<file path="src/rtl/grover_job_scheduler_if.sv">
// grover_job_scheduler_if: requester, response and engine pins of the grover job scheduler
interface grover_job_scheduler_if #(
  parameter int NUM_REQ = 4,
  parameter int NUM_BIT = 3,
  parameter int FP_BIT  = 8
);
  localparam int IDW        = $clog2(NUM_REQ);
  localparam int NUM_SAMPLE = 2 ** NUM_BIT;
  logic [NUM_REQ-1:0]           req;
  logic [NUM_REQ*NUM_BIT-1:0]   req_target;
  logic [NUM_REQ-1:0]           ack;
  logic                         busy;
  logic                         resp_valid;
  logic                         resp_ready;
  logic [IDW-1:0]               resp_id;
  logic [NUM_BIT-1:0]           resp_index;
  logic [FP_BIT-1:0]            resp_amp;
  logic                         resp_timeout;
  logic                         eng_rst;
  logic                         eng_start;
  logic [NUM_BIT-1:0]           eng_target;
  logic                         eng_done;
  logic [NUM_SAMPLE*FP_BIT-1:0] eng_amp;
  modport master (
    output req, req_target, resp_ready, eng_done, eng_amp,
    input  ack, busy, resp_valid, resp_id, resp_index, resp_amp, resp_timeout,
           eng_rst, eng_start, eng_target
  );
  modport slave (
    input  req, req_target, resp_ready, eng_done, eng_amp,
    output ack, busy, resp_valid, resp_id, resp_index, resp_amp, resp_timeout,
           eng_rst, eng_start, eng_target
  );
endinterface

</file>
<file path="src/rtl/grover_job_scheduler.sv">
// grover_job_scheduler: round-robin sharing of one grover engine with timeout and serial argmax scan
module grover_job_scheduler #(
  parameter int NUM_REQ     = 4,
  parameter int NUM_BIT     = 3,
  parameter int FP_BIT      = 8,
  parameter int TIMEOUT_CYC = 32
) (
  input  logic                  clk,
  input  logic                  rst_n,
  grover_job_scheduler_if.slave bus
);
  localparam int IDW        = $clog2(NUM_REQ);
  localparam int NUM_SAMPLE = 2 ** NUM_BIT;
  localparam int CW         = $clog2(TIMEOUT_CYC);
  typedef enum logic [2:0] {IDLE, GRANT, START, RUN, SCAN, RESP} state_t;
  state_t                   r_state;
  logic [NUM_REQ-1:0]       r_ack;
  logic [IDW-1:0]           r_ptr, r_resp_id, w_win, w_sel;
  logic [NUM_BIT-1:0]       r_eng_target, r_resp_index, r_k, r_idx, w_tgt;
  logic signed [FP_BIT-1:0] r_resp_amp, r_max, w_amp;
  logic [CW-1:0]            r_cnt;
  logic                     r_busy, r_resp_valid, r_resp_timeout, r_eng_rst, r_eng_start;
  logic                     w_any, w_gt;
  always_comb begin
    w_any = 1'b0;
    w_win = '0;
    w_sel = '0;
    w_tgt = '0;
    w_amp = '0;
    // descending offset so the last hit is the one closest to ptr
    for (int i = NUM_REQ - 1; i >= 0; i--) begin
      w_sel = IDW'((int'(r_ptr) + i) % NUM_REQ);
      if (bus.req[w_sel]) begin
        w_any = 1'b1;
        w_win = w_sel;
      end
    end
    for (int i = 0; i < NUM_REQ; i++)
      if (w_win == IDW'(i)) w_tgt = bus.req_target[i*NUM_BIT +: NUM_BIT];
    for (int k = 0; k < NUM_SAMPLE; k++)
      if (r_k == NUM_BIT'(k)) w_amp = bus.eng_amp[k*FP_BIT +: FP_BIT];
    w_gt = (r_k == '0) || (w_amp > r_max);
  end
  always_ff @(posedge clk) begin
    if (!rst_n) begin
      r_state        <= IDLE;
      r_ptr          <= '0;
      r_ack          <= '0;
      r_busy         <= 1'b0;
      r_resp_valid   <= 1'b0;
      r_resp_id      <= '0;
      r_resp_index   <= '0;
      r_resp_amp     <= '0;
      r_resp_timeout <= 1'b0;
      r_eng_rst      <= 1'b1;
      r_eng_start    <= 1'b0;
      r_eng_target   <= '0;
      r_cnt          <= '0;
      r_k            <= '0;
      r_idx          <= '0;
      r_max          <= '0;
    end else begin
      case (r_state)
        IDLE: if (w_any) begin
          r_state      <= GRANT;
          r_ack        <= NUM_REQ'(1) << w_win;
          r_busy       <= 1'b1;
          r_eng_target <= w_tgt;
          r_resp_id    <= w_win;
          r_ptr        <= (w_win == IDW'(NUM_REQ - 1)) ? '0 : w_win + 1'b1;
        end
        GRANT: begin
          r_state     <= START;
          r_ack       <= '0;
          r_eng_rst   <= 1'b0;
          r_eng_start <= 1'b1;
          r_cnt       <= '0;
        end
        START: begin
          r_state     <= RUN;
          r_eng_start <= 1'b0;
        end
        RUN: if (bus.eng_done) begin
          r_state <= SCAN;
          r_k     <= '0;
        end else if (r_cnt == CW'(TIMEOUT_CYC - 1)) begin
          r_state        <= RESP;
          r_resp_valid   <= 1'b1;
          r_resp_timeout <= 1'b1;
          r_resp_index   <= '0;
          r_resp_amp     <= '0;
        end else begin
          r_cnt <= r_cnt + 1'b1;
        end
        SCAN: begin
          if (w_gt) begin
            r_max <= w_amp;
            r_idx <= r_k;
          end
          if (&r_k) begin
            r_state        <= RESP;
            r_resp_valid   <= 1'b1;
            r_resp_timeout <= 1'b0;
            r_resp_index   <= w_gt ? r_k : r_idx;
            r_resp_amp     <= w_gt ? w_amp : r_max;
          end
          r_k <= r_k + 1'b1;
        end
        RESP: if (bus.resp_ready) begin
          r_state      <= IDLE;
          r_resp_valid <= 1'b0;
          r_busy       <= 1'b0;
          r_eng_rst    <= 1'b1;
        end
        default: r_state <= IDLE;
      endcase
    end
  end
  assign bus.ack          = r_ack;
  assign bus.busy         = r_busy;
  assign bus.resp_valid   = r_resp_valid;
  assign bus.resp_id      = r_resp_id;
  assign bus.resp_index   = r_resp_index;
  assign bus.resp_amp     = r_resp_amp;
  assign bus.resp_timeout = r_resp_timeout;
  assign bus.eng_rst      = r_eng_rst;
  assign bus.eng_start    = r_eng_start;
  assign bus.eng_target   = r_eng_target;
endmodule

</file>
<file path="src/flat_wrapper.sv">
// flat-port wrapper written by rule: the top's interface ports become plain ports
module grover_job_scheduler_flat 
#(
  parameter int NUM_REQ     = 4,
  parameter int NUM_BIT     = 3,
  parameter int FP_BIT      = 8,
  parameter int TIMEOUT_CYC = 32
)
  (clk, rst_n, bus_req, bus_req_target, bus_resp_ready, bus_eng_done, bus_eng_amp, bus_ack, bus_busy, bus_resp_valid, bus_resp_id, bus_resp_index, bus_resp_amp, bus_resp_timeout, bus_eng_rst, bus_eng_start, bus_eng_target);
  grover_job_scheduler_if #(.NUM_REQ(NUM_REQ), .NUM_BIT(NUM_BIT), .FP_BIT(FP_BIT)) bus_i ();
  input  logic clk;
  input  logic rst_n;
  input wire logic [$bits(bus_i.req)-1:0] bus_req;
  input wire logic [$bits(bus_i.req_target)-1:0] bus_req_target;
  input wire logic [$bits(bus_i.resp_ready)-1:0] bus_resp_ready;
  input wire logic [$bits(bus_i.eng_done)-1:0] bus_eng_done;
  input wire logic [$bits(bus_i.eng_amp)-1:0] bus_eng_amp;
  output wire logic [$bits(bus_i.ack)-1:0] bus_ack;
  output wire logic [$bits(bus_i.busy)-1:0] bus_busy;
  output wire logic [$bits(bus_i.resp_valid)-1:0] bus_resp_valid;
  output wire logic [$bits(bus_i.resp_id)-1:0] bus_resp_id;
  output wire logic [$bits(bus_i.resp_index)-1:0] bus_resp_index;
  output wire logic [$bits(bus_i.resp_amp)-1:0] bus_resp_amp;
  output wire logic [$bits(bus_i.resp_timeout)-1:0] bus_resp_timeout;
  output wire logic [$bits(bus_i.eng_rst)-1:0] bus_eng_rst;
  output wire logic [$bits(bus_i.eng_start)-1:0] bus_eng_start;
  output wire logic [$bits(bus_i.eng_target)-1:0] bus_eng_target;
  assign bus_i.req = bus_req;
  assign bus_i.req_target = bus_req_target;
  assign bus_i.resp_ready = bus_resp_ready;
  assign bus_i.eng_done = bus_eng_done;
  assign bus_i.eng_amp = bus_eng_amp;
  assign bus_ack = bus_i.ack;
  assign bus_busy = bus_i.busy;
  assign bus_resp_valid = bus_i.resp_valid;
  assign bus_resp_id = bus_i.resp_id;
  assign bus_resp_index = bus_i.resp_index;
  assign bus_resp_amp = bus_i.resp_amp;
  assign bus_resp_timeout = bus_i.resp_timeout;
  assign bus_eng_rst = bus_i.eng_rst;
  assign bus_eng_start = bus_i.eng_start;
  assign bus_eng_target = bus_i.eng_target;
  grover_job_scheduler #(.NUM_REQ(NUM_REQ), .NUM_BIT(NUM_BIT), .FP_BIT(FP_BIT), .TIMEOUT_CYC(TIMEOUT_CYC)) u_core (.clk(clk), .rst_n(rst_n), .bus(bus_i));
endmodule
</file>
<file path="config.mk">
export PLATFORM = sky130hd
export DESIGN_NAME = grover_job_scheduler_flat
export DESIGN_NICKNAME = d
export VERILOG_FILES = /design/src/rtl/grover_job_scheduler_if.sv /design/src/rtl/grover_job_scheduler.sv /design/src/flat_wrapper.sv
export SDC_FILE = /design/constraint.sdc
export NUM_CORES = 1
export LEC_CHECK = 0
export CORE_MARGIN = 3
export CORE_UTILIZATION = 40
export CTS_BUF_LIST = sky130_fd_sc_hd__clkbuf_8 sky130_fd_sc_hd__clkbuf_16
export CTS_CLUSTER_DIAMETER = 40
export DETAILED_ROUTE_END_ITERATION = 10
export PLACE_DENSITY = 0.75
export SLEW_MARGIN = 20
export SYNTH_ARGS = -nofsm -noshare
export SYNTH_HDL_FRONTEND = slang
export SYNTH_SLANG_ARGS = --single-unit
</file>
<file path="constraint.sdc">
create_clock -name clk -period 8 [get_ports clk]
set_input_delay 1.6 -clock clk [delete_from_list [all_inputs] [get_ports clk]]
set_output_delay 1.6 -clock clk [all_outputs]
set_load 0.01 [all_outputs]
</file>
# Word-level counts from Yosys, hierarchy flattened
# Cells that the tools add are included.
# word_totals
reg_bits,49
word_cells,137
# classes
n_reduce_logical,21
n_mux,64
shifts,1
eq_ne,24
order_cmp,5
n_addsub,6
# op_table
op,count
$mux W8,12
$mux W3,14
$eq A3 B3 Y1 const B,6
$pmux W3 S6,1
$pmux W8 S2,1
$mux W1,15
$eq A3 B2 Y1 const B,4
$lt A2 B3 Y1 const B,4
$pmux W3 S2,2
$reduce_bool A2 Y1,6
$mux W2,5
$mux W5,2
$pmux W5 S2,1
$reduce_and A3 Y1,3
$bmux W1 S2,4
$gt A8 B8 Y1,1
$ne A2 B2 Y1 const B,4
$pmux W1 S2,4
$pmux W4 S2,1
$reduce_and A2 Y1,4
$reduce_and A4 Y1,2
$eq A3 B1 Y1 const B,2
$logic_not A3 Y1,2
$ne A2 B1 Y1 const B,3
other kinds (15),18

# Logic depth before layout (Yosys ltp)
# Gate-level depths: netlist (run 1).
# depth
ltp_word,14
depth_mapped,17
mapped_depth_nobuf,13

# Least setup slack after synthesis (run 1)
# OpenSTA, ideal clock, no wires.
# synth_timing
kind,input-to-reg
from,in bus_eng_amp[21]
to,reg u_core.r_idx[1]
slack_ns,4.247
t_arrival_ns,3.625
n_path_buf,1
setup_time_ns,0.128
cell_stages,12
cell_sequence,nor3b_1 -> o32ai_1 -> o221ai_1 -> a21oi_1 -> ha_1 -> a21o_1 -> a2111oi_2 -> a211oi_1 -> o21ai_2 -> buf_6 -> mux2i_1 -> nor2_1
# synth_between
elab_chain_len,9
# synth_rtl
item,line_no,source
start: declaration,flat_wrapper.sv:17,input wire logic [$bits(bus_i.eng_amp)-1:0] bus_eng_amp;
$mux W8 (6 in series),grover_job_scheduler.sv:41,if (r_k == NUM_BIT'(k)) w_amp = bus.eng_amp[k*FP_BIT +: FP_BIT];
$gt A8 B8 Y1,grover_job_scheduler.sv:42,w_gt = (r_k == '0) || (w_amp > r_max);
$logic_or A1 B1 Y1,grover_job_scheduler.sv:42,
$mux W3,-,
end signal: assignment,grover_job_scheduler.sv:98,r_idx <= r_k;
end: declaration,grover_job_scheduler.sv:19,"logic [NUM_BIT-1:0] r_eng_target, r_resp_index, r_k, r_idx, w_tgt;"
# No other way between the ends.
# A chain may end at the register's enable or synchronous reset.

# Worst setup path in the final report (run 1)
# layout_timing
from,in bus_eng_amp[21]
to,reg u_core.r_resp_index[0] (netlist: u_core.bus.resp_index[0])
# layout_between
elab_chain_len,11
# layout_rtl
item,line_no,source
$mux W8 (6 in series),grover_job_scheduler.sv:41,
$gt A8 B8 Y1,grover_job_scheduler.sv:42,
$logic_or A1 B1 Y1,grover_job_scheduler.sv:42,
$mux W3,-,
$mux W3,grover_job_scheduler.sv:100,if (&r_k) begin
$pmux W3 S2,grover_job_scheduler.sv:63,case (r_state)
end signal: assignment,grover_job_scheduler.sv:104,r_resp_index <= w_gt ? r_k : r_idx;
end: declaration,grover_job_scheduler.sv:19,
# No other way between the ends. The select of a mux whose other input is x is not followed.

==> run metrics, run 1 <==
Most used DFF post-synth dfxtp_1; drt total wl 9470 µm; worst min path class reg -> reg; Starting Density 0.416; share of cells above drive strength 1 0.0346; slowest stage delay, CP roughly 0.47 ns; number of remaining DRC errors 0; drt initial violations 157; post-synth top area share 0.302; minimum clock period between 4 and 5 ns; die height around 96 µm; Syn-to-layout area delta 36.0%; Detailed Routing Iterations Pass 1 4; antenna diode count 0; Final Non-Filler Cells ~620; status completed; clock sink count 49; largest net degree at the start of global routing 34; pre-CTS WS between 3 and 4 ns; FP Rows 32; Seq/Total Area, Yosys 0.302; commonest non-fill, non-tap cell in the layout clkdlybuf4s50_1; Die Area about 9000 µm²; critical path class in -> reg; Layout Nets around 620; crit path cell chain clkdlybuf4s50_1, nor3b_1, o32ai_1, o221ai_1, a21oi_1, ha_1, a21o_1, a2111oi_2, a211oi_1, nor2_2, mux2i_1, o21ai_1; WL met3 between 400 and 500 µm; Synth async-reset ratio 0; Die W a little under 100 µm; GRT overflow 0; Hold Crit Start u_core.bus.resp_id[1]; worst-margin pin slew between 1 and 1.5 ns; origin of the worst setup path bus_eng_amp[21]; Worst EP arrival roughly 4.6 ns; crit share post-route 0.552; hold_buf cts 0; Worst Slack Setup Final between 3 and 4 ns; worst hold stages 2; leakage ~1.7 nW; placed cells slightly above 600; antenna-violating nets left 0; Syn Std Cell Area ~3200 µm²; synthesized area per cell ~7.5 µm²; Worst slew margin 0.302; Max-Cap Viols 0; slowest CP cell nor2_2; Setup Skew 0.00760 ns; area leader, netlist dfxtp_1; met2 wire length roughly 4500 µm; worst-skew pair later-pin latency between 0.2 and 0.3 ns; CP Buf/Inv Count 1; routed via count about 3400; CP Depth 12; I/O Buffers 108; wl on met1 4260 µm; Synth area leaders dfxtp_1 (30%), ha_1 (7.7%), a21oi_1 (7.6%), nand2_1 (5.2%), nor2b_1 (4.8%); CP Data Required Time 8.18 ns; uppermost layer routed met4; vias per cell ~5.5; RSZ-0062 raised after global routing false; crit path launch type input port; Yosys reg bits 49; Worst-path clk slew 0.08 ns; DR WL/cell 15.2 µm; synthesized net count ~540; Mapped Cells roughly 430; final setup violation count 0; Fin Setup TNS 0 ns; Pwr Total 0.577 mW; H-Tree Depth 2; worst-path maximum fanout 11; post-DP HPWL 7230 µm; commonest non-fill, non-tap cells in the layout clkdlybuf4s50_1 (108), a21oi_1 (49), dfxtp_1 (49); critical path's top delay family compound AO/OA/AOI/OAI gates; gr usage total 0.204; Post-CTS Setup Bufs 0; clock tree buffer depth 2; reg2reg path depth 13; CTS buffer count 5; Max Clk Rate approximately 0.23 GHz; Yosys Warn Count 0; cts repair resizes 0; crit path capture type flop; routability cong. 0.853; first-pass GRT wire length between 15000 and 20000 µm; initial antenna violation count 0; # IOs approximately 110; number of enable flip-flop cells after synthesis 0; TritonCTS clock tree yes; peak supply drop 0.0000903 V; max-slew violations 0; Worst R2R Start u_core.r_k[2]; Fin. Hold Viols 0; core area just under 8000 µm²; Root Buffer clkbuf_8; vias in the first global route between 3000 and 4000; power per cell area about 130 nW/µm²; Synth cell types 48
==> area by class of cell <==
class                           count  area (µm²)
Sequential cell                    49         981
Tap cell                          102         128
Multi-Input combinational cell    319        1990
Fill cell                         727        3390
Clock inverter                      1        3.75
Timing Repair Buffer              111        1100
Inverter                           34         128
Clock buffer                        6        82.6
==> report_power, final <==
group / switching (mW) / internal [mW]
registers: 0.0119 / 0.257
logic: 0.0762 / 0.0898
clock network: 0.0749 / 0.0674
total: 0.163 / 0.414
==> sequential cells by signal, summed over array words and instances (netlist names), 2 cells and up <==
register and count:
u_core.bus.resp_amp 8, u_core.r_max 8, u_core.r_cnt 5, u_core.bus.ack 4, u_core.bus.eng_target 3, u_core.bus.resp_index 3, u_core.r_idx 3, u_core.r_k 3
u_core.r_state 3, u_core.bus.resp_id 2, u_core.r_ptr 2
==> logic make-up (layout without fill, tap and decap cells) <==
logic type      count (synthesis)  count (layout)  synth area share
compound gates                136             136             0.272
buf+inv                        65             152            0.0852
xor+xnor                        2               2           0.00540
simple gates                  152             152             0.230
flops                          49              49             0.302
mux                             9               9            0.0281
fa+ha+maj                      20              20            0.0771
==> worst min-delay path, delay by kind of cell (launching register included) <==
kind,cells,cell delay (ns)
compound gates,1,0.05
flops,1,0.32
simple gates,1,0.05
==> synthesized netlist by cell type, drive strengths merged, types with 8 or more instances <==
| master | number |
|---|---|
| buf | 16 |
| inv | 34 |
| nor3 | 9 |
| clkbuf | 15 |
| o21ai | 28 |
| dfxtp | 49 |
| ha | 20 |
| a31oi | 9 |
| nor2 | 32 |
| nand3 | 17 |
| a221oi | 13 |
| mux2i | 8 |
| nor2b | 25 |
| a21oi | 49 |
| nand2 | 45 |
==> metal layers <==
metal  global-route usage  up-vias
met5                    0        -
met4               0.0711        0
met3               0.0360       22
met2                0.325      120
met1                0.277     1584
li1                     -     1721
==> through the flow <==
| step | cell area (µm²) | util | hold WS (ns) |
|---|---|---|---|
| floorplan | 3250 | - | 0.441 |
| detailed placement | 4330 | 0.554 | 0.450 |
| finish | 4410 | 0.565 | 0.460 |
| global route | 4410 | 0.565 | 0.482 |
| global placement | 4330 | 0.554 | 0.447 |
| CTS | 4410 | 0.565 | 0.464 |
==> worst paths after layout <==
| check | endpoint | slack [ns] |
|---|---|---|
| max | u_core.bus.resp_index[0] | 3.59 |
| min | u_core.bus.resp_id[1] | 0.46 |
| max reg2reg | u_core.bus.resp_index[0] | 3.65 |
| min reg2reg | u_core.bus.resp_id[1] | 0.46 |
(Power assumes the default switching activity.)
==> run 2: changes to the inputs <==
Settings changed: PLACE_DENSITY 0.75 to 0.77.
Clock period 8 ns to 3.9 ns, I/O delays scaled along.
==> run 2 against run 1 <==
  * Combinational power is 110% higher
  * Global-route usage shrank 0.47 points
  * Core utilization rose by 1.2 points
  * Non-clock buffer count grew 9
  * Sequential share of layout area fell by 0.47 points
  * Count of clock-buffer cells in the layout fell by 1
  * Hold slack worse by 0.0016 ns
  * Cell area grew 2.2%
  * Clock skew increased by 0.0012 ns
  * Final cell count increased by 1.6%
  * Critical path type is now reg -> reg
  * Largest power group unchanged
==> run metrics, run 2 (synthesis gave the netlist of run 1 again) <==
status completed; H-Tree Depth 2; CTS buffer count 5; max-slew violations 0; wl on met1 around 4200 µm; uppermost layer routed met4; switching pwr between 0.3 and 0.4 mW; post-DP HPWL 7260 µm; TritonCTS clock tree yes; commonest non-fill, non-tap cells in the layout clkdlybuf4s50_1 (108), a21oi_1 (49), dfxtp_1 (49); met2 wire length 4710 µm; share of power burned in registers 0.457; I/O Buffers around 110; antenna-violating nets left 0; Sw Ratio 0.302; leakage roughly 1.7 nW; Worst Slack Setup Final approximately 0.25 ns; minimum clock period between 3 and 4 ns; power per cell area approximately 270 nW/µm²; CP Data Required Time between 4 and 5 ns; crit path launch type flop; antenna diode count 0; Worst-path clk slew approximately 0.10 ns; Die W about 96 µm; Setup Skew ~0.0088 ns; WL met3 about 340 µm; peak supply drop between 0.00015 and 0.0002 V; gr usage total 0.200; worst-margin pin slew ~0.57 ns; clock tree buffer depth 2; Die Area about 9000 µm²; critical path class reg -> reg; Pint approximately 0.84 mW; Pwr Total 1.21 mW; Syn-to-layout area delta 38.9%; crit share post-route 0.935; die height ~96 µm; Max-Cap Viols 0; vias per cell between 5 and 6; GRT overflow 0; number of remaining DRC errors 0; crit path capture type flop; # IOs between 100 and 150; worst-path maximum fanout 13; Max Clk Rate approximately 0.27 GHz; hold_buf cts 0; drt total wl 9480 µm; Layout Nets 633; routed via count 3506; worst hold stages 2; Worst slew margin 0.619; reg2reg path depth 14; core area around 7800 µm²; largest net degree at the start of global routing 29; worst min path class reg -> reg; final setup violation count 0; Clock power frac 0.256; final core occ 0.578; clock sink count 49; commonest non-fill, non-tap cell in the layout clkdlybuf4s50_1; Starting Density 0.416; worst-skew pair later-pin latency ~0.31 ns; first-pass GRT wire length 14700 µm; Worst EP arrival 3.88 ns; vias in the first global route roughly 3200; initial antenna violation count 0; DR WL/cell ~15 µm; routability cong. approximately 0.88; FP Rows 32; pre-CTS WS 0.00247 ns; share of cells above drive strength 1 0.0623; Root Buffer clkbuf_8; drt initial violations approximately 240; Post-CTS Setup Bufs 0; Comb pwr share 0.287; Fin. Hold Viols 0; Detailed Routing Iterations Pass 1 4
[run 2: per-layer routing]
| metal | vias up | track usage |
|---|---|---|
| li1 | 1730 | - |
| met5 | - | 0 |
| met2 | 92 | 0.332 |
| met4 | 0 | 0.0687 |
| met1 | 1665 | 0.264 |
| met3 | 19 | 0.0266 |
[run 2: power groups by stage]
stage | clock network (mW) | logic, mW | registers (mW)
2_1_floorplan | 0 | 0.179 | 0.562
5_1_grt | 0.336 | 0.383 | 0.556
3_3_place_gp | 0 | 0.335 | 0.561
4_1_cts | 0.316 | 0.344 | 0.552
6_report | 0.309 | 0.347 | 0.553
3_5_place_dp | 0 | 0.342 | 0.564
[run 2: worst paths after layout]
kind,start,to,slack [ns]
worst max-delay path,u_core.r_k[0],u_core.r_max[4],0.25
worst min-delay path,u_core.bus.ack[0],u_core.bus.ack[0],0.46
worst max register to register,u_core.r_k[0],u_core.r_max[4],0.25
worst min register to register,u_core.bus.ack[0],u_core.bus.ack[0],0.46
[run 2: area by class of cell]
type	count	area (µm²)
fill	718	3300
clock buffer	5	68.8
timing repair buffer	120	1170
tap	102	128
sequential	49	981
multi-input combinational	319	2010
clock inverter	3	25.0
inverter	34	128
[run 2: critical path: stages (launching register included)]
cell and delay (ns):
dfxtp_1 0.47, ha_1 0.22, ha_2 0.33, nor3b_1 0.09
o32ai_1 0.38, o221ai_1 0.22, a21oi_1 0.21, ha_1 0.27
a21o_1 0.17, a2111oi_2 0.40, a211oi_2 0.12, o21ai_4 0.31
buf_4 0.19, nand2_1 0.05, a21oi_1 0.14
[run 2: metrics by stage]
stage | instance area (µm²) | instances | TNS [ns] | hold slack (ns)
4_1_cts | 4480 | 631 | 0 | 0.460
3_5_place_dp | 4390 | 623 | 0 | 0.448
6_report | 4510 | 632 | 0 | 0.458
5_1_grt | 4510 | 632 | -0.0516 | 0.479
2_1_floorplan | 3250 | 433 | 0 | 0.441
3_3_place_gp | 4390 | 623 | 0 | 0.447
[run 2: what timing repair did]
action                     in CTS  in global routing
hold endpoints to repair        0                  0
resized for setup               0                  5
setup endpoints to repair       0                 22
==> run 3: changes to the inputs <==
Settings changed: DONT_BUFFER_PORTS set to 1, PLACE_DENSITY 0.77 to 0.59, SLEW_MARGIN 20 to 30.
==> run 3 against run 2 <==
  * Die area unchanged
  * Sequential share of layout area grew 6.8 points
  * Largest cell class unchanged
  * Hold slack gained 0.017 ns
  * First-iteration DRC count shrank 54%
  * Critical path depth is 1 lower
  * Wire length down 8.7%
==> run metrics, run 3 (synthesis gave the netlist of run 1 again) <==
status completed; vias in the first global route about 2800; uppermost layer routed met4; worst-skew pair later-pin latency a little under 0.3 ns; Syn-to-layout area delta 5.90%; drt total wl around 8700 µm; reg2reg path depth 13; Worst slew margin 0.472; leakage about 1.3 nW; worst min path class reg -> reg; core area a little under 8000 µm²; Max Clk Rate around 0.29 GHz; r2r endpoint u_core.r_max[5]; worst-margin pin slew between 0.7 and 0.8 ns; final core occ 0.440; Setup Skew between 0.005 and 0.006 ns; crit path capture type flop; flop2flop setup slack about 0.43 ns; # IOs 109; Fillers slightly above 800; origin of the worst setup path u_core.r_k[0]; final setup violation count 0; max-slew violations 0; I/O Buffers 0; antenna diode count 0; routed via count 3017; CP Data Required Time 4.06 ns; drt initial violations 110; crit path launch type flop; gr usage total 0.180; commonest non-fill, non-tap cell in the layout dfxtp_1; power per cell area roughly 350 nW/µm²; Worst-path clk slew 0.09 ns; minimum clock period between 3 and 4 ns; Root Buffer clkbuf_8; first-pass GRT wire length approximately 13000 µm; RSZ-0062 raised after global routing false; met2 wire length around 4200 µm; Post-CTS Setup Bufs 0; DR WL/cell ~17 µm; Worst Hold Margin about 0.48 ns; Worst R2R Start u_core.r_k[0]; Starting Density 0.416; CTS buffer count 5; Fin. Hold Viols 0; Comb pwr share 0.176; crit path capture u_core.r_max[5]; Fin Setup TNS 0 ns; initial antenna violation count 0; critical path class reg -> reg; hold_buf cts 0; post-DP HPWL approximately 6600 µm; peak supply drop approximately 0.00026 V; wl on met1 about 3700 µm; Pint a little under 0.9 mW; Die Area 9230 µm²; Worst EP arrival roughly 3.6 ns; share of power burned in registers 0.475; share of cells above drive strength 1 0.0673; switching pwr around 0.32 mW; H-Tree Depth 2; antenna-violating nets left 0; Detailed Routing Iterations Pass 1 4; Clock power frac 0.350; FP Rows 32; commonest non-fill, non-tap cells in the layout dfxtp_1 (49), a21oi_1 (48), nand2_1 (45); Die W about 96 µm; die height approximately 96 µm; crit share post-route 0.890; Layout Nets slightly above 500; vias per cell 5.82; WL met3 553 µm; Max-Cap Viols 0; clock sink count 49; worst-path maximum fanout 17; largest net degree at the start of global routing 33; clock tree buffer depth 2; number of remaining DRC errors 0; routability cong. between 0.8 and 0.9; Hold Crit Start u_core.r_cnt[4]; TritonCTS clock tree yes; Sw Ratio 0.272; GRT overflow 0
run 3: final cells by class:
class / count / area (µm²) / area share
multi-input cells: 319 / 2020 / 0.588
flip-flops and latches: 49 / 981 / 0.285
inverters: 34 / 128 / 0.0371
well taps: 102 / 128 / 0.0371
clock buffers: 5 / 68.8 / 0.0200
clock inverters: 3 / 65.1 / 0.0189
repair buffers: 6 / 45.0 / 0.0131
run 3: how the worst min path moves through the flow:
stage,endpoint,slack (ns),cells past startpoint
after floorplan,u_core.r_cnt[4],0.44,2
after global placement,u_core.r_cnt[4],0.45,2
after detailed placement,u_core.r_cnt[4],0.46,2
after CTS,u_core.r_cnt[4],0.48,2
after global routing,u_core.r_max[5],0.49,2
final,u_core.r_cnt[4],0.48,2
run 3: through the flow:
step           power, mW  worst slack [ns]  instance area (µm²)  cells
6_report            1.19             0.428                 3440    518
5_1_grt             1.26             0.112                 3440    518
4_1_cts             1.21            0.0773                 3420    518
3_5_place_dp       0.786             0.104                 3280    510
3_3_place_gp       0.779             0.201                 3280    510
2_1_floorplan      0.741             0.727                 3250    433
run 3: worst max-delay path: stages (launching register included):
cell	delay, ns
dfxtp_1	0.44
ha_1	0.21
ha_2	0.35
nand2b_1	0.23
o32ai_1	0.16
o221ai_1	0.16
a21oi_1	0.22
ha_1	0.28
a21o_1	0.17
a2111oi_2	0.39
a211oi_2	0.12
or2_1	0.34
nand3_1	0.18
a21oi_1	0.08
run 3: power by group through the flow:
| stage | Combinational (mW) | Sequential [mW] | Clock (mW) |
|---|---|---|---|
| global placement | 0.203 | 0.576 | 0 |
| CTS | 0.209 | 0.566 | 0.432 |
| floorplan | 0.179 | 0.562 | 0 |
| global route | 0.238 | 0.570 | 0.456 |
| finish | 0.209 | 0.566 | 0.417 |
| detailed placement | 0.208 | 0.578 | 0 |
run 3: routing by layer:
| layer | vias up | global-route usage |
|---|---|---|
| met5 | - | 0 |
| met4 | 0 | 0.0273 |
| met3 | 10 | 0.0485 |
| met2 | 83 | 0.313 |
| met1 | 1415 | 0.226 |
| li1 | 1509 | - |
run 3: repair_timing:
item	CTS	global route
setup endpoints to repair	0	22
gates resized for setup	0	4
endpoints found under the hold margin	0	0
